==> src/rtl/armdashcam_intc_pkg.sv <==
// Shared constants, types and helpers for the armdashcam interrupt controller.
package armdashcam_intc_pkg;

    localparam int MAX_IRQS    = 64;
    localparam int DEF_PRIO_W  = 3;

    typedef logic [DEF_PRIO_W-1:0] prio_t;

    function automatic int clog2(input int n);
        int r;
        r = 0;
        for (int i = 0; i < 8; i++) begin
            if ((1 << i) < n) r = i + 1;
        end
        return r;
    endfunction

endpackage

==> src/rtl/armdashcam_intc_prio_tree.sv <==
// Combinational max-finder over {prio, ~idx}: highest priority wins, ties go to lowest index.
module armdashcam_intc_prio_tree
    import armdashcam_intc_pkg::*;
#(
    parameter int N      = 8,
    parameter int PRIO_W = DEF_PRIO_W,
    parameter int ID_W   = clog2(N)
) (
    input  logic [N-1:0]        i_req,
    input  logic [N*PRIO_W-1:0] i_prio,
    output logic                o_valid,
    output logic [ID_W-1:0]     o_id,
    output logic [PRIO_W-1:0]   o_prio
);

    localparam int P = 1 << ID_W;

    logic [P-1:0]                  w_req_pad;
    logic [P*PRIO_W-1:0]           w_prio_pad;
    logic [2*P-1:0]                w_v;
    logic [2*P-1:0][PRIO_W-1:0]    w_p;
    logic [2*P-1:0][ID_W-1:0]      w_id;

    assign w_req_pad  = P'(i_req);
    assign w_prio_pad = (P*PRIO_W)'(i_prio);

    // Heap layout: leaves at P..2P-1, root at 1; left child always holds the lower index.
    always_comb begin
        w_v  = '0;
        w_p  = '0;
        w_id = '0;
        for (int i = 0; i < P; i++) begin
            w_v[P+i]  = w_req_pad[i];
            w_p[P+i]  = w_prio_pad[i*PRIO_W +: PRIO_W];
            w_id[P+i] = ID_W'(i);
        end
        for (int n = P - 1; n >= 1; n--) begin
            if (w_v[2*n] && (!w_v[2*n+1] || (w_p[2*n] >= w_p[2*n+1]))) begin
                w_v[n]  = w_v[2*n];
                w_p[n]  = w_p[2*n];
                w_id[n] = w_id[2*n];
            end else begin
                w_v[n]  = w_v[2*n+1];
                w_p[n]  = w_p[2*n+1];
                w_id[n] = w_id[2*n+1];
            end
        end
        o_valid = w_v[1];
        o_id    = w_v[1] ? w_id[1] : '0;
        o_prio  = w_v[1] ? w_p[1]  : '0;
    end

endmodule

==> src/rtl/armdashcam_intc.sv <==
// Prioritised interrupt controller with claim/EOI handshake and priority nesting.
module armdashcam_intc
    import armdashcam_intc_pkg::*;
#(
    parameter  int NUM_IRQS = 8,
    parameter  int PRIO_W   = DEF_PRIO_W,
    localparam int ID_W     = clog2(NUM_IRQS)
) (
    input  logic                clk,
    input  logic                reset_n,
    input  logic [NUM_IRQS-1:0] irq_src,
    input  logic                cfg_wr,
    input  logic [ID_W-1:0]     cfg_idx,
    input  logic                cfg_en,
    input  logic                cfg_edge,
    input  logic [PRIO_W-1:0]   cfg_prio,
    output logic                irq_valid,
    output logic [ID_W-1:0]     irq_id,
    output logic [PRIO_W-1:0]   irq_prio,
    input  logic                irq_ready,
    input  logic                eoi_valid,
    input  logic [ID_W-1:0]     eoi_id,
    output logic [NUM_IRQS-1:0] in_service
);

    localparam logic [ID_W:0] NUM_L = (ID_W+1)'(NUM_IRQS);

    logic [NUM_IRQS-1:0]        r_en, r_edge, r_pend, r_insvc, r_src_d;
    logic [NUM_IRQS*PRIO_W-1:0] r_prio_cfg;
    logic                       r_valid;
    logic [ID_W-1:0]            r_id;
    logic [PRIO_W-1:0]          r_prio;

    logic                       w_claim, w_cfg_ok, w_eoi_ok;
    logic [NUM_IRQS-1:0]        w_claim_vec, w_cfg_vec, w_eoi_vec, w_eoi_eff;
    logic [NUM_IRQS-1:0]        w_rise, w_edge_dis, w_pend_n, w_elig;
    logic                       w_thr_valid, w_win_valid, w_cur_elig;
    logic [ID_W-1:0]            w_thr_id, w_win_id;
    logic [PRIO_W-1:0]          w_thr, w_win_prio;

    assign w_claim  = r_valid & irq_ready;
    assign w_cfg_ok = cfg_wr & ({1'b0, cfg_idx} < NUM_L);
    assign w_eoi_ok = eoi_valid & ({1'b0, eoi_id} < NUM_L);

    assign w_claim_vec = w_claim  ? (NUM_IRQS'(1) << r_id)    : '0;
    assign w_cfg_vec   = w_cfg_ok ? (NUM_IRQS'(1) << cfg_idx) : '0;
    assign w_eoi_vec   = w_eoi_ok ? (NUM_IRQS'(1) << eoi_id)  : '0;
    // An EOI that collides with a claim of the same id loses.
    assign w_eoi_eff   = w_eoi_vec & r_insvc & ~w_claim_vec;

    assign w_rise     = irq_src & ~r_src_d;
    assign w_edge_dis = w_cfg_vec & {NUM_IRQS{~cfg_en}} & r_edge;
    assign w_pend_n   = (~r_edge & irq_src)
                      | (r_edge & ~w_edge_dis & (w_rise | (r_pend & ~w_claim_vec)));

    armdashcam_intc_prio_tree #(.N(NUM_IRQS), .PRIO_W(PRIO_W), .ID_W(ID_W)) u_thr_tree (
        .i_req   (r_insvc),
        .i_prio  (r_prio_cfg),
        .o_valid (w_thr_valid),
        .o_id    (w_thr_id),
        .o_prio  (w_thr)
    );

    always_comb begin
        w_elig = '0;
        for (int i = 0; i < NUM_IRQS; i++) begin
            w_elig[i] = r_pend[i] & r_en[i] & ~r_insvc[i]
                      & (r_prio_cfg[i*PRIO_W +: PRIO_W] > w_thr);
        end
    end

    armdashcam_intc_prio_tree #(.N(NUM_IRQS), .PRIO_W(PRIO_W), .ID_W(ID_W)) u_arb_tree (
        .i_req   (w_elig),
        .i_prio  (r_prio_cfg),
        .o_valid (w_win_valid),
        .o_id    (w_win_id),
        .o_prio  (w_win_prio)
    );

    assign w_cur_elig = w_elig[r_id];

    always_ff @(posedge clk) begin
        if (!reset_n) begin
            r_en       <= '0;
            r_edge     <= '0;
            r_prio_cfg <= '0;
            r_pend     <= '0;
            r_insvc    <= '0;
            r_src_d    <= '0;
            r_valid    <= 1'b0;
            r_id       <= '0;
            r_prio     <= '0;
        end else begin
            r_en    <= (r_en   & ~w_cfg_vec) | (w_cfg_vec & {NUM_IRQS{cfg_en}});
            r_edge  <= (r_edge & ~w_cfg_vec) | (w_cfg_vec & {NUM_IRQS{cfg_edge}});
            for (int i = 0; i < NUM_IRQS; i++) begin
                if (w_cfg_vec[i]) r_prio_cfg[i*PRIO_W +: PRIO_W] <= cfg_prio;
            end
            r_src_d <= irq_src;
            r_pend  <= w_pend_n;
            r_insvc <= (r_insvc | w_claim_vec) & ~w_eoi_eff;

            // Claim forces a one-cycle bubble; a shown winner is only displaced by a
            // strictly higher priority or by losing its own eligibility.
            if (w_claim) begin
                r_valid <= 1'b0;
            end else if (!(r_valid && w_cur_elig && !(w_win_valid && (w_win_prio > r_prio)))) begin
                r_valid <= w_win_valid;
                r_id    <= w_win_id;
                r_prio  <= w_win_prio;
            end
        end
    end

    assign irq_valid  = r_valid;
    assign irq_id     = r_id;
    assign irq_prio   = r_prio;
    assign in_service = r_insvc;

endmodule

==> config.mk <==
export PLATFORM = sky130hd
export DESIGN_NAME = armdashcam_intc
export DESIGN_NICKNAME = d
export VERILOG_FILES = /design/src/rtl/armdashcam_intc_pkg.sv /design/src/rtl/armdashcam_intc_prio_tree.sv /design/src/rtl/armdashcam_intc.sv
export SDC_FILE = /design/constraint.sdc
export NUM_CORES = 1
export LEC_CHECK = 0
export CAP_MARGIN = 30
export CORE_ASPECT_RATIO = 0.8
export CORE_UTILIZATION = 55
export CTS_CLUSTER_DIAMETER = 100
export DETAILED_ROUTE_END_ITERATION = 16
export GPL_TIMING_DRIVEN = 0
export PLACE_DENSITY = 0.76
export SLEW_MARGIN = 20
export SYNTH_ARGS = -nofsm -noshare
export SYNTH_HDL_FRONTEND = slang
export SYNTH_SLANG_ARGS = --single-unit
==> constraint.sdc <==
create_clock -name clk -period 15.67 [get_ports clk]
set_clock_uncertainty 0.15 [all_clocks]
set_input_delay 3.9175 -clock clk [delete_from_list [all_inputs] [get_ports clk]]
set_output_delay 3.9175 -clock clk [all_outputs]
set_load 0.01 [all_outputs]
=== After elaboration in Yosys (flattened, before gate mapping) ===
Index checks and enable logic that the tools add are counted.

* Register bits after elaboration: 71
* Output and inout bits: 15
* Input port bits: 24
* Word-level logic and storage cells: 192

* Muxes and demuxes: 43
* Bitwise operators: 62
* Shift operators: 3
* Reductions and logical operators: 48
* Order comparisons: 20

{| class="wikitable"
|+ Operators by type and width
! operator !! number
|-
| AND 8 bit || 14
|-
| 2-to-1 mux 3 bit || 18
|-
| NOT 8 bit || 6
|-
| bitwise OR 8 bit || 5
|-
| greater-or-equal comparator 3 bit || 10
|-
| greater-than comparator 3 bit || 9
|-
| AND 1 bit || 25
|-
| 2-to-1 mux 8 bit || 3
|-
| left shift 1 x 3 -> 8 bit (first input constant) || 3
|-
| 2-to-1 mux 1 bit || 19
|-
| logical AND 1 bit || 17
|-
| logical NOT 1 bit || 15
|-
| logical OR 1 bit || 14
|-
| NOT 1 bit || 12
|-
| < comparator 3 x 4 -> 1 bit (second input constant) || 1
|-
| 2-to-1 mux 2 bit || 2
|-
| binary-select mux 1 bit (select 3 bit) || 1
|-
| AND reduction 2 bit || 1
|-
| OR reduction 2 bit || 1
|}

=== Depth between registers and ports, before layout ===
Gate-level depths: netlist of run 1.

* Word-level depth: 34
* Mapped depth: 50
* Mapped depth without buffers: 49

=== Cells and area by module ===
A second synthesis of run 1 with hierarchy kept.

* Cells, all modules: 636
* Area, all modules: 5452.7 µm²

{| class="wikitable"
|+ By module, submodules not included
! module !! cells an instance !! seq. area each (µm²) !! times used !! area each (µm²)
|-
| armdashcam_intc || 410 || 1421.4 || 1 || 3796.1
|-
| armdashcam_intc_prio_tree (u_arb_tree) || 112 || 0.0 || 1 || 828.3
|-
| armdashcam_intc_prio_tree (u_thr_tree) || 114 || 0.0 || 1 || 828.3
|}

=== Least setup slack after synthesis of run 1 ===
OpenSTA, ideal clock, no wires.

* Kind: register to register
* Start point: register r_prio_cfg[18]
* End point: register r_prio[0] (netlist: irq_prio[0])
* Library setup time: 0.122 ns
* Path slack: 6.202 ns
* Arrival: 9.196 ns
* Clock period less this slack: 9.468 ns
* Path buffers: 2
* Cell stages (with the launch flop): 46
* Required time: 15.398 ns
* Cell sequence: dfxtp_1 inv_1 ha_1 nand2b_4 a2111oi_4 nor2_2 mux2_4 ha_1 nand2b_1 a211oi_1 nor2_1 mux2_2 ha_1 a21oi_1 o21ai_0 o21a_1 o31a_1 ha_1 [10 not listed] or2_1 buf_6 mux2i_2 ha_1 nand2b_1 a21o_1 a21o_1 a21oi_1 a22oi_1 inv_1 ha_1 a21o_1 a21oi_1 a311oi_1 a221o_1 buf_2 o21ai_0 a21oi_2

* Longest elaborated chain between the ends: 34
* Elaborated cells on any way between the ends: 82
* Classes of those cells: order compare (15); mux (24); bitwise (9); reduce/logical (34)

{| class="wikitable"
|+ Ends and longest elaborated chain
! item !! line !! text
|-
| start, declared || armdashcam_intc.sv:29 || <nowiki>logic [NUM_IRQS*PRIO_W-1:0] r_prio_cfg;</nowiki>
|-
| start signal, assigned by index || armdashcam_intc.sv:97 || <nowiki>if (w_cfg_vec[i]) r_prio_cfg[i*PRIO_W +: PRIO_W] <= cfg_prio;</nowiki>
|-
| greater-or-equal comparator 3 bit || armdashcam_intc_prio_tree.sv:38 || <nowiki>if (w_v[2*n] && (!w_v[2*n+1] || (w_p[2*n] >= w_p[2*n+1]))) begin</nowiki>
|-
| logical OR 1 bit || armdashcam_intc_prio_tree.sv:38 ||
|-
| logical AND 1 bit || armdashcam_intc_prio_tree.sv:38 ||
|-
| 2-to-1 mux 3 bit / 2-to-1 mux 1 bit (equally long branches) || armdashcam_intc_prio_tree.sv:38 ||
|-
| greater-or-equal comparator 3 bit / logical NOT 1 bit (equally long branches) || armdashcam_intc_prio_tree.sv:38 ||
|-
| logical OR 1 bit || armdashcam_intc_prio_tree.sv:38 ||
|-
| logical AND 1 bit || armdashcam_intc_prio_tree.sv:38 ||
|-
| 2-to-1 mux 3 bit / 2-to-1 mux 1 bit (equally long branches) || armdashcam_intc_prio_tree.sv:38 ||
|-
| [19 not listed] || n/a ||
|-
| 2-to-1 mux 3 bit (*) || armdashcam_intc_prio_tree.sv:50 || <nowiki>o_prio = w_v[1] ? w_p[1] : '0;</nowiki>
|-
| net u_arb_tree.o_prio[1] || armdashcam_intc_prio_tree.sv:13 || <nowiki>output logic [PRIO_W-1:0] o_prio</nowiki>
|-
| greater-than comparator 3 bit (*) || armdashcam_intc.sv:107 || <nowiki>end else if (!(r_valid && w_cur_elig && !(w_win_valid && (w_win_prio > r_prio)))) begin</nowiki>
|-
| logical AND 1 bit (*) || armdashcam_intc.sv:107 ||
|-
| logical NOT 1 bit (*) || armdashcam_intc.sv:107 ||
|-
| logical AND 1 bit (*) || armdashcam_intc.sv:107 ||
|-
| NOT 1 bit (no line) (*) || n/a ||
|-
| AND reduction 2 bit (no line) (*) || n/a ||
|-
| end signal, assigned || armdashcam_intc.sv:110 || <nowiki>r_prio <= w_win_prio;</nowiki>
|-
| end, declared || armdashcam_intc.sv:32 || <nowiki>logic [PRIO_W-1:0] r_prio;</nowiki>
|}

The timed path passes the listed nets; every way through them passes the cells marked *. The select of a mux whose other input is x is not followed.
A chain may end at the register's enable or synchronous reset.

=== Worst setup path after layout of run 1 ===
* Start point: register r_prio_cfg[12]
* End point: register r_prio[0] (netlist: irq_prio[0])

* Longest elaborated chain between the ends: 34
* Elaborated cells on any way between the ends: 81
* Classes of those cells: order compare (15); mux (24); bitwise (9); reduce/logical (33)

{| class="wikitable"
|+ Ends and longest elaborated chain
! item !! line
|-
| greater-or-equal comparator 3 bit || armdashcam_intc_prio_tree.sv:38
|-
| logical OR 1 bit || armdashcam_intc_prio_tree.sv:38
|-
| logical AND 1 bit || armdashcam_intc_prio_tree.sv:38
|-
| 2-to-1 mux 3 bit || armdashcam_intc_prio_tree.sv:38
|-
| greater-or-equal comparator 3 bit || armdashcam_intc_prio_tree.sv:38
|-
| logical OR 1 bit || armdashcam_intc_prio_tree.sv:38
|-
| logical AND 1 bit || armdashcam_intc_prio_tree.sv:38
|-
| 2-to-1 mux 3 bit / 2-to-1 mux 1 bit (equally long branches) || armdashcam_intc_prio_tree.sv:38
|-
| [19 not listed] || n/a
|-
| 2-to-1 mux 3 bit (*) || armdashcam_intc_prio_tree.sv:50
|-
| net u_arb_tree.o_prio[1] || armdashcam_intc_prio_tree.sv:13
|-
| greater-than comparator 3 bit (*) || armdashcam_intc.sv:107
|-
| logical AND 1 bit (*) || armdashcam_intc.sv:107
|-
| logical NOT 1 bit (*) || armdashcam_intc.sv:107
|-
| logical AND 1 bit (*) || armdashcam_intc.sv:107
|-
| NOT 1 bit (no line) (*) || n/a
|-
| AND reduction 2 bit (no line) (*) || n/a
|}

Marked as above.

==> out/results.md, run 1 <==
| Item | Value |
|:---|:---|
| #FFs+latches synth | 71 |
| Setup TNS after final layout | 0 ns |
| Cell at the root of the clock tree | clkbuf_16 |
| Number of instances in the synthesized netlist | 585 |
| RSZ-0062 raised after global routing | false |
| Y dimension of the die | 87.30 µm |
| Drc violations | 0 |
| Synth top area share | 0.2841 |
| Length of the first detailed-routing pass in iterations | 5 |
| Maximum single-stage delay on the critical path | 0.47 ns |
| Worst max-slew margin expressed relative to the limit | 0.5053 |
| Port Buf Inserts | 28 |
| DIE WIDTH | 108.6 µm |
| # H-tree levels | 3 |
| PwrDens | 73.22 nW/µm² |
| Ys async rst share | 0 |
| Die ar. | 9483 µm² |
| Final layout net count | 698 |
| Post-synthesis area per instance | 8.551 µm² |
| Area Growth Syn to Fin | 14.31% |
| HPWL after detailed placement | 10.66 mm |
| Post-Syn Nets | 658 |
| Diode insertion count for antenna repair | 0 |
| Total chip power | 0.4187 mW |
| Number of global-route vias before repair | 4292 |
| Number of antenna violations at the first check in global routing | 0 |
| Fin crit period | 10.89 ns |
| Class of the tightest hold or removal check | flip-flop to flip-flop |
| Depth of the worst register-to-register path | 44 |
| Vias post-DR | 4521 |
| Worst endpoint required time | 15.75 ns |
| Crit Reg-Reg Endpoint | irq_prio[0]$_SDFFE_PN0P_ |
| Post CTS Setup Buffer Count | 0 |
| Maximum buffer depth of the clock tree | 2 |
| Final weighted congestion in routability-driven placement | 0.8967 |
| Overall fraction of global-route tracks in use | 0.3149 |
| Sort of element at the end of the critical path | flip-flop |
| IO Pins | 39 |
| Routed Antenna Nets | 0 |
| Startpoint type of the worst setup path | flip-flop |
| Critical path class | flip-flop to flip-flop |
| Maximum fanout along the worst path | 10 |
| Cell variety after synth | 66 |
| Share of layout cells above drive strength 1 | 0.08889 |
| Hold buffer count at CTS | 0 |
| Static leakage | 2.271 nW |
| RR Startpoint | r_prio_cfg[12]$_SDFFE_PN0P_ |
| Number of gates resized after cts | 0 |
| Number of synthesized flops with an enable pin | 0 |
| Worst hold path depth | 2 |
| Worst path arrival time | 10.97 ns |
| Peak VDD IR | 0.00006214 V |
| Total number of placement rows | 30 |
| Cell area after technology mapping | 5002 µm² |
| Transition time at the pin with the least slew margin | 0.7381 ns |
| Area of the core | 8633 µm² |
| Synth Warn # | 0 |
| Commonest cells in the synthesized netlist | 71 x dfxtp_1, 70 x nor2_1, 63 x mux2i_1 |
| Max Clk Rate | 91.84 MHz |
| Leading cell types by total area after synthesis | dfxtp_1 28%, mux2i_1 13%, ha_1 12% |
| Slowest stage cell on the critical path | dfxtp_1 |
| Inserted Clock Buffers | 9 |
| Final instance count without filler cells | 742 |
| Largest net degree at the start of global routing | 14 |
| Clk_lat worst skew | 0.34 ns |
| Clock transition at the registers of the reported paths | 0.06 ns |
| Vias per std cell | 6.093 |
| Number of endpoints failing setup at the final stage | 0 |
| Share of the yosys chip area belonging to registers | 0.2841 |
| Count of max-cap constraint violations | 0 |
| Worst setup timing slack at the placement stage | 4.920 ns |
| Hold Violations, Final | 0 |
| DR iter-0 viols | 360 |
| Most common cell in the netlist | dfxtp_1 |
| Post-route fraction of the period consumed by the critical path | 0.6949 |
| Drt total wl | 14.12 mm |
| Final Worst Setup Slack | 4.781 ns |
| Starting density of the core | 0.5794 |
| Global-route wire length before repair | 22.36 mm |
| Flop2flop setup slack | 4.78 ns |
| CTS sink cnt | 71 |
| Clock tree from TritonCTS | yes |
| Final max-slew violation count | 0 |
| Post-synth top flop | dfxtp_1 |
| Run status | finished, final reports clean |
| Routed len/inst | 19.03 µm |
| Overflow left after global routing | 0 |
| Top cell by count, worst path | ha_1 |
| Library cell occupying the most area in the post-synthesis netlist | dfxtp_1 |
| Placed Cells | 726 |
==> worst max-delay path: cells and delay by family (launching register included) <==
| family | cells | cell delay (ns) |
|---|---|---|
| mux | 3 | 1.08 |
| fa+ha+maj | 7 | 2.09 |
| flops | 1 | 0.47 |
| simple gates | 7 | 1.44 |
| buf+inv | 5 | 0.56 |
| compound gates | 22 | 4.97 |
==> worst max-delay path by stage <==
stage                               end  slack (ns)                   startpoint  cells past startpoint
2_1_floorplan  irq_prio[0]$_SDFFE_PN0P_        6.20  r_prio_cfg[18]$_SDFFE_PN0P_                     45
3_3_place_gp   irq_prio[0]$_SDFFE_PN0P_        5.37  r_prio_cfg[18]$_SDFFE_PN0P_                     44
3_5_place_dp   irq_prio[0]$_SDFFE_PN0P_        4.92  r_prio_cfg[12]$_SDFFE_PN0P_                     44
4_1_cts        irq_prio[0]$_SDFFE_PN0P_        4.88  r_prio_cfg[12]$_SDFFE_PN0P_                     44
5_1_grt          irq_id[0]$_SDFFE_PN0P_        4.26  r_prio_cfg[12]$_SDFFE_PN0P_                     45
6_report       irq_prio[0]$_SDFFE_PN0P_        4.78  r_prio_cfg[12]$_SDFFE_PN0P_                     44
==> placed cells by master, fill, tap and decap left out, types with 7 or more instances in the layout <==
cell type	instances
inv_1	40
nor2b_1	7
ha_1	49
mux2i_1	63
o21ai_0	21
nand4_1	9
clkdlybuf4s50_1	28
nor2_1	70
nand2_1	33
a21o_1	14
and2_1	7
dfxtp_1	71
and3_1	8
clkbuf_1	16
clkbuf_16	9
nand2b_1	15
a21oi_1	47
==> final cells by class <==
class | instances | area [µm²]
Multi-Input combinational cell | 450 | 3346
Fill cell | 744 | 2915
Sequential cell | 71 | 1421
Timing Repair Buffer | 29 | 285.3
Clock buffer | 10 | 229.0
Inverter | 42 | 157.7
Tap cell | 112 | 140.1
Buffer | 22 | 92.59
Clock inverter | 6 | 46.29
==> through the flow <==
step,util,instance area [µm²],hold WS [ns]
final,0.6623,5718,0.3283
after global routing,0.6623,5718,0.3538
after CTS,0.6623,5718,0.3312
after detailed placement,0.6304,5443,0.3199
after global placement,0.6281,5423,0.3086
after floorplan,-,5002,0.2964
==> cell families (layout without fill, tap and decap cells) <==
| logic type | Yosys count | after routing | synth area share |
|---|---|---|---|
| mux | 71 | 71 | 0.1453 |
| flops | 71 | 71 | 0.2841 |
| compound gates | 142 | 142 | 0.2069 |
| simple gates | 188 | 188 | 0.1911 |
| fa+ha+maj | 49 | 49 | 0.1226 |
| buf+inv | 64 | 109 | 0.05002 |
==> power by group <==
part	internal, mW	leakage [nW]	switching [mW]	total, mW
sequential	0.185	0.578	0.00353	0.189
clock	0.108	0.129	0.0838	0.192
combinational	0.0159	1.56	0.0224	0.0383
total	0.309	2.27	0.110	0.419
==> metal layers <==
layer,track usage,routed length (µm)
met1,0.4188,6445
met2,0.5092,6478
met4,0.1130,350
met3,0.05759,846
met5,0,0
Note: power is estimated with default switching activity, not from simulation.
==> run 2, diff against run 1 <==
==> constraint.sdc (replaced) <==
create_clock -name clk -period 11.3 [get_ports clk]
set_clock_uncertainty 0.15 [all_clocks]
set_input_delay 2.825 -clock clk [delete_from_list [all_inputs] [get_ports clk]]
set_output_delay 2.825 -clock clk [all_outputs]
set_load 0.01 [all_outputs]
==> run 2 against run 1 <==
  * Setup slack got worse by 4.3 ns
  * Clock-buffer cell count did not move
  * Global-route usage did not move
  * Core utilization rose by 0.072 points
  * Sequential cell count did not move
  * Critical path depth rose by 1
  * Hold slack improved by 0.0031 ns
==> out/results.md, run 2 (same netlist as run 1, synthesis figures left out) <==
| Item | Value |
|:---|:---|
| Slowest stage cell on the critical path | dfxtp_1 |
| HPWL after detailed placement | 10.66 mm |
| Clock tree from TritonCTS | yes |
| Routed Antenna Nets | 0 |
| Port Buf Inserts | 28 |
| Final max-slew violation count | 0 |
| Peak VDD IR | 0.00008659 V |
| Setup TNS after final layout | 0 ns |
| Area Growth Syn to Fin | 14.43% |
| Maximum buffer depth of the clock tree | 2 |
| Maximum fanout along the worst path | 10 |
| Number of antenna violations at the first check in global routing | 0 |
| Max Clk Rate | 92.18 MHz |
| Die ar. | 9483 µm² |
| CTS sink cnt | 71 |
| Number of global-route vias before repair | 4292 |
| # H-tree levels | 3 |
| Worst path arrival time | 10.89 ns |
| Total chip power | 0.5812 mW |
| Top cell by count, worst path | ha_1 |
| Area of the core | 8633 µm² |
| Final hold slack | 0.3314 ns |
| Share of layout cells above drive strength 1 | 0.09206 |
| Drc violations | 0 |
| Hold Violations, Final | 0 |
| RR Startpoint | r_prio_cfg[12]$_SDFFE_PN0P_ |
| Maximum single-stage delay on the critical path | 0.47 ns |
| Final weighted congestion in routability-driven placement | 0.8967 |
| Worst max-slew margin expressed relative to the limit | 0.5032 |
| Met2 Usage GRT | 0.5092 |
| RSZ-0062 raised after global routing | false |
| Vias per std cell | 6.139 |
| Post CTS Setup Buffer Count | 0 |
| Sort of element at the end of the critical path | flip-flop |
| Number of endpoints failing setup at the final stage | 0 |
| Run status | finished, final reports clean |
| Fin crit period | 10.85 ns |
| DIE WIDTH | 108.6 µm |
| Length of the first detailed-routing pass in iterations | 5 |
| Total number of placement rows | 30 |
| Depth of the worst register-to-register path | 45 |
| Worst endpoint required time | 11.34 ns |
| Inserted Clock Buffers | 9 |
| Met1 usage in global routing | 0.4188 |
| Routed len/inst | 19.09 µm |
| Overall fraction of global-route tracks in use | 0.3149 |
| Diode insertion count for antenna repair | 0 |
| Static leakage | 2.269 nW |
| DR iter-0 viols | 415 |
| Commonest cells after routing, fill and taps aside | 71 x dfxtp_1, 69 x nor2_1, 63 x mux2i_1, 49 x ha_1, 46 x a21oi_1 |
| Startpoint type of the worst setup path | flip-flop |
| IO Pins | 39 |
| Vias post-DR | 4555 |
| Fraction of met3 tracks used by global routing | 0.05759 |
| Y dimension of the die | 87.30 µm |
| Flop2flop setup slack | 0.45 ns |
| Crit Reg-Reg Endpoint | irq_id[2]$_SDFFE_PN0P_ |
| Final layout net count | 698 |
| Critical path class | flip-flop to flip-flop |
| Class of the tightest hold or removal check | flip-flop to flip-flop |
| Worst hold path depth | 2 |
| Transition time at the pin with the least slew margin | 0.7412 ns |
| Starting density of the core | 0.5794 |
| Global-route wire length before repair | 22.36 mm |
| Count of max-cap constraint violations | 0 |
| Drt total wl | 14.16 mm |
| Post-route fraction of the period consumed by the critical path | 0.9600 |
| Clk_lat worst skew | 0.34 ns |
| Clock transition at the registers of the reported paths | 0.06 ns |
| Cell at the root of the clock tree | clkbuf_16 |
| Fill count | 747 |
| Most common cell after layout, fill and taps aside | dfxtp_1 |
| Overflow left after global routing | 0 |
| Largest net degree at the start of global routing | 14 |
| Most used routing layer in global routing | met2 |
| PwrDens | 101.5 nW/µm² |
run 2: cell count changes in the layout (fill, tap and decap cells not counted):
cell and delta:
a21oi_1 -1, nor2_1 -1, nor2_2 +1, a21oi_2 +1
run 2: worst max path at each step:
| stage | depth (start not counted) | endpoint | startpoint |
|---|---|---|---|
| after detailed placement | 44 | irq_prio[0]$_SDFFE_PN0P_ | r_prio_cfg[12]$_SDFFE_PN0P_ |
| after floorplan | 45 | irq_prio[0]$_SDFFE_PN0P_ | r_prio_cfg[18]$_SDFFE_PN0P_ |
| after global routing | 45 | irq_id[2]$_SDFFE_PN0P_ | r_prio_cfg[0]$_SDFFE_PN0P_ |
| after CTS | 44 | irq_prio[0]$_SDFFE_PN0P_ | r_prio_cfg[12]$_SDFFE_PN0P_ |
| final | 45 | irq_id[2]$_SDFFE_PN0P_ | r_prio_cfg[12]$_SDFFE_PN0P_ |
| after global placement | 44 | irq_prio[0]$_SDFFE_PN0P_ | r_prio_cfg[18]$_SDFFE_PN0P_ |
run 2: routing by layer:
metal,wire [µm],up-vias,share of wire
met3,1005,29,0.071
met1,6323,2144,0.45
met5,0,-,0
met2,6480,188,0.46
li1,-,2194,-
met4,355,0,0.025
run 2: worst max-delay path, delay by kind of cell, from the launching register on:
| kind | cells | cell delay, ns |
|---|---|---|
| multiplexers | 4 | 1.19 |
| flip-flops | 1 | 0.47 |
| buffers and inverters | 5 | 0.57 |
| AND/OR/NAND/NOR | 8 | 1.29 |
| adder cells (fa/ha/maj) | 7 | 2.04 |
| AO/OA/AOI/OAI | 21 | 4.95 |
run 2: timing repair:
action                     in CTS  in global routing
hold buffers                    0                  0
gates resized for setup         0                  2
setup endpoints to repair       0                  5
run 2: power by group:
group	switching, mW	internal [mW]	total, mW
combinational	0.0311	0.0221	0.0532
sequential	0.00488	0.257	0.262
clock	0.117	0.150	0.266
run 2: final cells by class:
cell class / count / area [µm²] / share of cell area
multi-input cells: 450 / 3352 / 0.5856
repair buffers: 29 / 285.3 / 0.04984
inverters: 42 / 157.7 / 0.02754
clock buffers: 10 / 229.0 / 0.04000
plain buffers: 22 / 92.59 / 0.01617
flip-flops and latches: 71 / 1421 / 0.2483
well taps: 112 / 140.1 / 0.02448
clock inverters: 6 / 46.29 / 0.008087
run 2: stage by stage:
stage | area (µm²) | cells | util | setup slack [ns]
4_1_cts | 5718 | 742 | 0.6623 | 0.5095
2_1_floorplan | 5002 | 585 | - | 1.832
3_3_place_gp | 5423 | 725 | 0.6281 | 0.9985
6_report | 5724 | 742 | 0.6630 | 0.4517
5_1_grt | 5724 | 742 | 0.6630 | 0.03803
3_5_place_dp | 5443 | 726 | 0.6304 | 0.5497
==> run 3, diff against run 2 <==
--- a/config.mk
+++ b/config.mk
@@ -7,6 +7,7 @@
 export LEC_CHECK = 0
 export CAP_MARGIN = 30
 export CORE_ASPECT_RATIO = 0.8
+export CORE_MARGIN = 3
 export CORE_UTILIZATION = 55
 export CTS_CLUSTER_DIAMETER = 100
 export DETAILED_ROUTE_END_ITERATION = 16
==> run 3 against run 2 <==
  * Sequential cell count unchanged
  * Non-clock buffer count increased by 1
  * Sequential power about the same
  * Global-route usage decreased by 2.9 points
  * Critical endpoint is now irq_prio[0]$_SDFFE_PN0P_
  * Via count increased by 2.7%
  * Setup slack improved by 0.23 ns
  * Largest cell class unchanged
  * Die area increased by 8.4%
  * Sequential share of layout area decreased by 0.22 points
  * Highest routed layer unchanged
==> out/results.md, run 3 (same netlist as run 1, synthesis figures left out) <==
| Item | Value |
|:---|:---|
| Run status | finished, final reports clean |
| Critical path class | flip-flop to flip-flop |
| Maximum single-stage delay on the critical path | 0.42 ns |
| Post CTS Setup Buffer Count | 0 |
| Final hold slack | 0.3393 ns |
| Overflow left after global routing | 0 |
| Static leakage | 2.299 nW |
| Number of endpoints failing setup at the final stage | 0 |
| Final weighted congestion in routability-driven placement | 0.9238 |
| Hold buffer count at CTS | 0 |
| Cell at the root of the clock tree | clkbuf_16 |
| Port Buf Inserts | 28 |
| HPWL after detailed placement | 10.97 mm |
| Vias per std cell | 6.297 |
| Class of the tightest hold or removal check | flip-flop to flip-flop |
| Vias post-DR | 4679 |
| Total number of placement rows | 30 |
| Inserted Clock Buffers | 9 |
| Post-route fraction of the period consumed by the critical path | 0.9396 |
| Commonest cells after routing, fill and taps aside | 71 x dfxtp_1, 69 x nor2_1, 62 x mux2i_1, 49 x ha_1, 47 x a21oi_1 |
| Count of max-cap constraint violations | 0 |
| Drc violations | 0 |
| Largest net degree at the start of global routing | 14 |
| Area of the core | 8671 µm² |
| Drt total wl | 14.50 mm |
| Max Clk Rate | 94.18 MHz |
| Final instance count without filler cells | 743 |
| Global-route wire length before repair | 23.32 mm |
| Final layout net count | 699 |
| RSZ-0062 raised after global routing | false |
| Overall fraction of global-route tracks in use | 0.2864 |
| Clock tree from TritonCTS | yes |
| IO Pins | 39 |
| # H-tree levels | 3 |
| Most common cell after layout, fill and taps aside | dfxtp_1 |
| Routed Antenna Nets | 0 |
| Maximum buffer depth of the clock tree | 2 |
| Worst max-slew margin expressed relative to the limit | 0.4873 |
| Slowest stage cell on the critical path | o31a_1 |
| Worst endpoint required time | 11.38 ns |
| Sort of element at the end of the critical path | flip-flop |
| DR iter-0 viols | 384 |
| Routed len/inst | 19.52 µm |
| Length of the first detailed-routing pass in iterations | 5 |
| Worst path arrival time | 10.69 ns |
| Final max-slew violation count | 0 |
| Share of layout cells above drive strength 1 | 0.09192 |
| CTS sink cnt | 71 |
| Hold Violations, Final | 0 |
| Setup TNS after final layout | 0 ns |
| Number of global-route vias before repair | 4590 |
| Die ar. | 10280 µm² |
| Y dimension of the die | 91.30 µm |
| Peak VDD IR | 0.00008813 V |
| Fin crit period | 10.62 ns |
| Diode insertion count for antenna repair | 0 |
| Maximum fanout along the worst path | 10 |
| Starting density of the core | 0.5769 |
| Number of antenna violations at the first check in global routing | 0 |
| Area Growth Syn to Fin | 15.43% |
| Transition time at the pin with the least slew margin | 0.7632 ns |
| DIE WIDTH | 112.6 µm |
| Clk_lat worst skew | 0.34 ns |
| Placed Cells | 727 |
| Clock transition at the registers of the reported paths | 0.06 ns |
| PwrDens | 108.6 nW/µm² |
| Startpoint type of the worst setup path | flip-flop |
| Top cell by count, worst path | ha_1 |
==> run 3: cell type report <==
cell class                      instances  area, µm²
Fill cell                             723       2897
Clock inverter                          6      93.84
Sequential cell                        71       1421
Multi-Input combinational cell        450       3347
Clock buffer                           10      229.0
Inverter                               42      157.7
Buffer                                 22      92.59
Timing Repair Buffer                   30      292.8
Tap cell                              112      140.1
==> run 3: per-stage QoR <==
stage / total power [mW] / worst slack (ns) / util / area, µm²
6_report: 0.6271 / 0.6825 / 0.6659 / 5774
5_1_grt: 0.6411 / 0.0001892 / 0.6659 / 5774
4_1_cts: 0.6248 / 0.6499 / 0.6652 / 5768
3_5_place_dp: 0.3188 / 0.6966 / 0.6280 / 5445
3_3_place_gp: 0.3158 / 0.9923 / 0.6254 / 5423
2_1_floorplan: 0.3001 / 1.832 / - / 5002
==> run 3: where the power goes <==
group	switching (mW)	total (mW)	internal, mW
clock	0.117	0.312	0.195
sequential	0.00550	0.262	0.257
combinational	0.0307	0.0529	0.0222
==> run 3: repair_timing <==
item | CTS | global route
hold endpoints to repair | 0 | 0
resized for setup | 0 | 2
setup endpoints to repair | 0 | 6
==> run 3: worst paths after layout <==
check                              from                  endpoint  slack (ns)  cells past startpoint
min reg2reg                   flip-flop                 flip-flop        0.34                      2
max          r_prio_cfg[0]$_SDFFE_PN0P_  irq_prio[0]$_SDFFE_PN0P_        0.68                     48
min                           flip-flop                 flip-flop        0.34                      2
max reg2reg  r_prio_cfg[0]$_SDFFE_PN0P_  irq_prio[0]$_SDFFE_PN0P_        0.68                     48
==> run 3: layer usage <==
| metal | up-vias | routed length (µm) | GRT usage |
|---|---|---|---|
| li1 | 2194 | - | - |
| met3 | 35 | 1101 | 0.05330 |
| met5 | - | 0 | 0 |
| met1 | 2240 | 6464 | 0.3906 |
| met4 | 0 | 342 | 0.09810 |
| met2 | 210 | 6595 | 0.4532 |
==> run 3: critical path: cells and delay by family (launching register included) <==
kind,cells,cell delay (ns)
and+or+nand+nor,8,1.01
adders and majority gates,7,1.99
AOI/OAI and AO/OA,26,5.69
muxes,2,0.65
DFF,1,0.41
buffers and inverters,5,0.56
==> patch 1: new RTL, flow settings as in run 3 <==
`NUM_IRQS`: 8 -> 9.
--- a/src/rtl/armdashcam_intc.sv
+++ b/src/rtl/armdashcam_intc.sv
@@ -2,7 +2,7 @@
 module armdashcam_intc
     import armdashcam_intc_pkg::*;
 #(
-    parameter  int NUM_IRQS = 8,
+    parameter  int NUM_IRQS = 9,
     parameter  int PRIO_W   = DEF_PRIO_W,
     localparam int ID_W     = clog2(NUM_IRQS)
 ) (
Ports: changed (5 resized); port bits go from 39 to 44. The function was not compared with the original's and may differ.
==> patch 1 against run 3 <==
The run now ends with negative setup slack left; critical path type unchanged; critical path depth grew 17; maximum frequency fell by 16%; combinational power is 38% higher; sequential cell count up 9; count of clock-buffer cells in the layout increased by 1; sequential power increased by 11%; setup slack worse by 2.0 ns; global-route usage is 5.1 points higher; first-iteration DRC count is 73% higher; synthesized area up 34%; final area rose by 66%; clock power increased by 5%; wire length grew 69%; total power up 10%.
==> patch 1: results (changes against run 3) <==
* worst-path fanout max: 7, -3
* wire length of the first global-routing pass: 36000 um, +55%
* cell count after synthesis: 794, +36%
* routability congestion estimate: 1.01, +9.5%
* WP data arrival: 12.73 ns, +2.04 ns
* commonest cells in the netlist: sky130_fd_sc_hd__dfxtp_1, sky130_fd_sc_hd__mux2i_1, sky130_fd_sc_hd__ha_1
* GRT met1 Usage: 45.6%, +6.5 points
* total negative setup slack: -9.10 ns, -9.10 ns
* Final setup violation count: 7, +7
* DRC violation total after the first TritonRoute iteration: 665, +73%
* total iterations of the first detailed-routing run: 6, +1
* share of post-route cells with drive strength above 1: 35.9%, +27 points
* total met3 wirelength after detailed routing: 2670 um, +140%
* post-detailed-route via-to-cell ratio: 6.47, +2.7%
* met3 Usage GRT: 8.48%, +3.2 points
* CP max-delay cell: sky130_fd_sc_hd__dfxtp_1
* most area-consuming cells after synthesis: sky130_fd_sc_hd__dfxtp_1, sky130_fd_sc_hd__ha_1, sky130_fd_sc_hd__mux2i_1
* reported leakage power: 3.63 nW, +58%
* internal portion of total power: 536 uW, +13%
* area of all placed cells without fillers: 9600 um2, +66%
* failing checks: negative setup slack
* largest stage delay on the critical path: 0.65 ns, +0.23 ns
* Final Worst Setup Slack: -1.35 ns, -2.03 ns
* status: finished, violations left
* DP Worst Slack: -2.53 ns, -3.22 ns
[patch 1: cell count changes in the layout (fill, tap and decap cells not counted), sizes merged, moves of 14 or more]
cell,run 3,this run
buf,9,102
a21boi,1,17
nor2b,7,56
and2,7,21
nand2,33,57
o211ai,5,20
nor3,6,20
nand3,6,23
o21ai,21,45
nor2,71,39
[patch 1: worst paths after layout]
path | endpoint | slack, ns | depth (start not counted)
setup / recovery | irq_id[1]$_SDFFE_PN0P_ | -1.35 | 65
hold / removal | irq_prio[2]$_SDFFE_PN0P_ | 0.34 | 2
setup reg to reg | irq_id[1]$_SDFFE_PN0P_ | -1.35 | 65
hold reg to reg | irq_prio[2]$_SDFFE_PN0P_ | 0.34 | 2
[patch 1: cells by family after synthesis]
group	Yosys count	share of synthesized area, %
mux	74	11.4
buf+inv	81	5.11
compound gates	222	25.8
fa+ha+maj	58	10.8
flops	80	23.9
simple gates	279	23.1
[patch 1: final cells by class]
| class | instances | area share (%) |
|---|---|---|
| clock inverters | 5 | 1.09 |
| repair buffers | 130 | 11.6 |
| multi-input cells | 633 | 61.7 |
| flip-flops and latches | 80 | 17.2 |
| well taps | 148 | 1.93 |
| inverters | 50 | 2.22 |
| plain buffers | 28 | 1.79 |
| clock buffers | 11 | 2.42 |
[patch 1: timing repair]
action / CTS / global route
setup endpoints to repair: 7 / 7
pin swaps: 57 / 67
gates resized for setup: 83 / 78
setup buffers: 51 / 40
[patch 1: per-stage QoR]
step / hold slack [ns] / power [mW]
3_3_place_gp: 0.320 / 0.358
6_report: 0.343 / 0.692
5_1_grt: 0.360 / 0.709
2_1_floorplan: 0.304 / 0.337
3_5_place_dp: 0.331 / 0.361
4_1_cts: 0.338 / 0.687
==> patch 2: new RTL, config.mk and constraints of run 3 <==
Without the edit above. Take the reset off `r_src_d` and load it in a clocked block of its own.
--- a/src/rtl/armdashcam_intc.sv
+++ b/src/rtl/armdashcam_intc.sv
@@ -86,7 +86,6 @@
             r_prio_cfg <= '0;
             r_pend     <= '0;
             r_insvc    <= '0;
-            r_src_d    <= '0;
             r_valid    <= 1'b0;
             r_id       <= '0;
             r_prio     <= '0;
@@ -96,7 +95,6 @@
             for (int i = 0; i < NUM_IRQS; i++) begin
                 if (w_cfg_vec[i]) r_prio_cfg[i*PRIO_W +: PRIO_W] <= cfg_prio;
             end
-            r_src_d <= irq_src;
             r_pend  <= w_pend_n;
             r_insvc <= (r_insvc | w_claim_vec) & ~w_eoi_eff;
 
@@ -112,6 +110,10 @@
         end
     end
 
+    always_ff @(posedge clk) begin
+        r_src_d <= irq_src;
+    end
+
     assign irq_valid  = r_valid;
     assign irq_id     = r_id;
     assign irq_prio   = r_prio;
Behaviour: same outputs for any inputs over 4 cycles, from zero or initial values and one cycle with reset_n low; that may be too few to reach the edited logic, so the function may still have changed.
==> patch 2 against run 3 <==
Sequential cell count stayed put; total power up 3.9%; setup slack worse by 0.19 ns; utilization rose by 2.0 points; wire length up 2.1%; synthesized area grew 0.25%; final area up 3.0%; critical path depth is 2 lower.
==> patch 2: results (changes against run 3) <==
* status: finished, final reports clean
* total iterations of the first detailed-routing run: 6, +1
* Seq/Total Area, Yosys: 28.3%, -0.071 points
* worst hold slack after final layout: 0.343 ns, +0.00417 ns
* multiplexer area fraction after synthesis: 12.0%, -2.5 points
* dpl cell area: 5470 um2, +0.37%
* fraction of registers with async set/reset: 0%, unchanged
* met2 routing resource usage after global routing: 45.6%, +0.25 points
* reported leakage power: 2.25 nW, -1.9%
* wire length of the first global-routing pass: 23300 um, about the same
* DRC violation total after the first TritonRoute iteration: 434, +13%
* port bufs: 30, +7.1%
* routability congestion estimate: 0.986, +6.7%
* share of the synthesized area in compound gates (AO/OA/AOI/OAI): 22.6%, +1.9 points
* number of antenna violations at the first check in global routing: 0, unchanged
* final std cells w/o fill: 744, +0.13%
* adder-cell share of the synthesized area: 12.2%, -0.031 points
* CP max-delay cell: sky130_fd_sc_hd__o31a_4
* Final nets: 700, +0.14%
* Mapped Avg Cell Area: 8.59 um2, +0.42%
* GRT met1 Usage: 39.1%, +0.052 points
* Synthesized Nets: 657, -0.15%
* final-report max-slew violation count: 0, unchanged
* most area-consuming cells after synthesis: sky130_fd_sc_hd__dfxtp_1, sky130_fd_sc_hd__ha_1, sky130_fd_sc_hd__mux2i_1
* commonest cells in the netlist: sky130_fd_sc_hd__dfxtp_1, sky130_fd_sc_hd__nor2_1, sky130_fd_sc_hd__mux2i_1
* DP Worst Slack: -0.0218 ns, -0.718 ns
* DP Cell Count: 726, -0.14%
* detailed placement HPWL: 11100 um, +1.0%
* fill cell instance count of the final layout: 725, +0.28%
* total via count after detailed routing: 4799, +2.6%
* worst min-delay path class: flip-flop to flip-flop
* met3 Usage GRT: 4.13%, -1.2 points
* CTS Root Buffer Type: sky130_fd_sc_hd__clkbuf_16
* number of distinct library cells after synthesis: 73, +11%
* number of global-route vias before repair: 4576, -0.31%
* final routed wirelength across all metal layers: 14800 um, +2.1%
* GRT Total Usage: 28.3%, -0.31 points
* largest delay contributor family on the critical path: compound AO/OA/AOI/OAI gates
* maximum clock insertion buffer count: 2, unchanged
* pin slew with the least headroom to its limit: 0.754 ns, -0.00888 ns
* WP data arrival: 10.94 ns, +0.25 ns
* IR drop worst, VDD: 0.128 mV, +46%
* share of post-route cells with drive strength above 1: 12.2%, +3.0 points
patch 2: worst register-to-register path, delay by kind of cell, from the launching register on:
family,cells,cell delay (ns)
flops,1,0.40
mux,3,1.08
buf+inv,3,0.41
simple gates,12,2.04
fa+ha+maj,7,2.00
compound gates,21,4.71
patch 2: per-layer routing:
| metal | part of all wire (%) | routed length [um] |
|---|---|---|
| met2 | 46 | 6830 |
| met1 | 44 | 6530 |
| met5 | 0 | 0 |
| met3 | 7.9 | 1170 |
| met4 | 1.9 | 284 |
patch 2: cell type report:
type	count	area [um2]	share of cell area [%]
timing repair buffer	33	318	5.35
buffer	20	91.3	1.54
multi-input combinational	465	3510	59.1
clock buffer	10	239	4.02
clock inverter	6	116	1.96
inverter	27	101	1.70
sequential	71	1430	24.0
tap	112	140	2.36
patch 2: worst paths after layout:
path,from,to,slack [ns],depth (start not counted)
worst max-delay path,r_prio_cfg[18]$_SDFFE_PN0P_,irq_id[0]$_SDFFE_PN0P_,0.49,46
worst min-delay path,irq_prio[2]$_SDFFE_PN0P_,irq_prio[2]$_SDFFE_PN0P_,0.34,2
worst max register to register,r_prio_cfg[18]$_SDFFE_PN0P_,irq_id[0]$_SDFFE_PN0P_,0.49,46
worst min register to register,irq_prio[2]$_SDFFE_PN0P_,irq_prio[2]$_SDFFE_PN0P_,0.34,2
patch 2: report_power, final:
group / switching (mW) / total (mW) / internal (mW)
Sequential: 0.00569 / 0.262 / 0.257
Combinational: 0.0289 / 0.0494 / 0.0205
Clock: 0.116 / 0.340 / 0.223
Total: 0.151 / 0.651 / 0.500
patch 2: timing repair:
item,CTS,global route
endpoints found under the hold margin,0,0
resized for setup,1,24
pin swaps,0,1
setup buffers,0,1
cloned,0,0
setup endpoints to repair,2,6
hold buffers,0,0
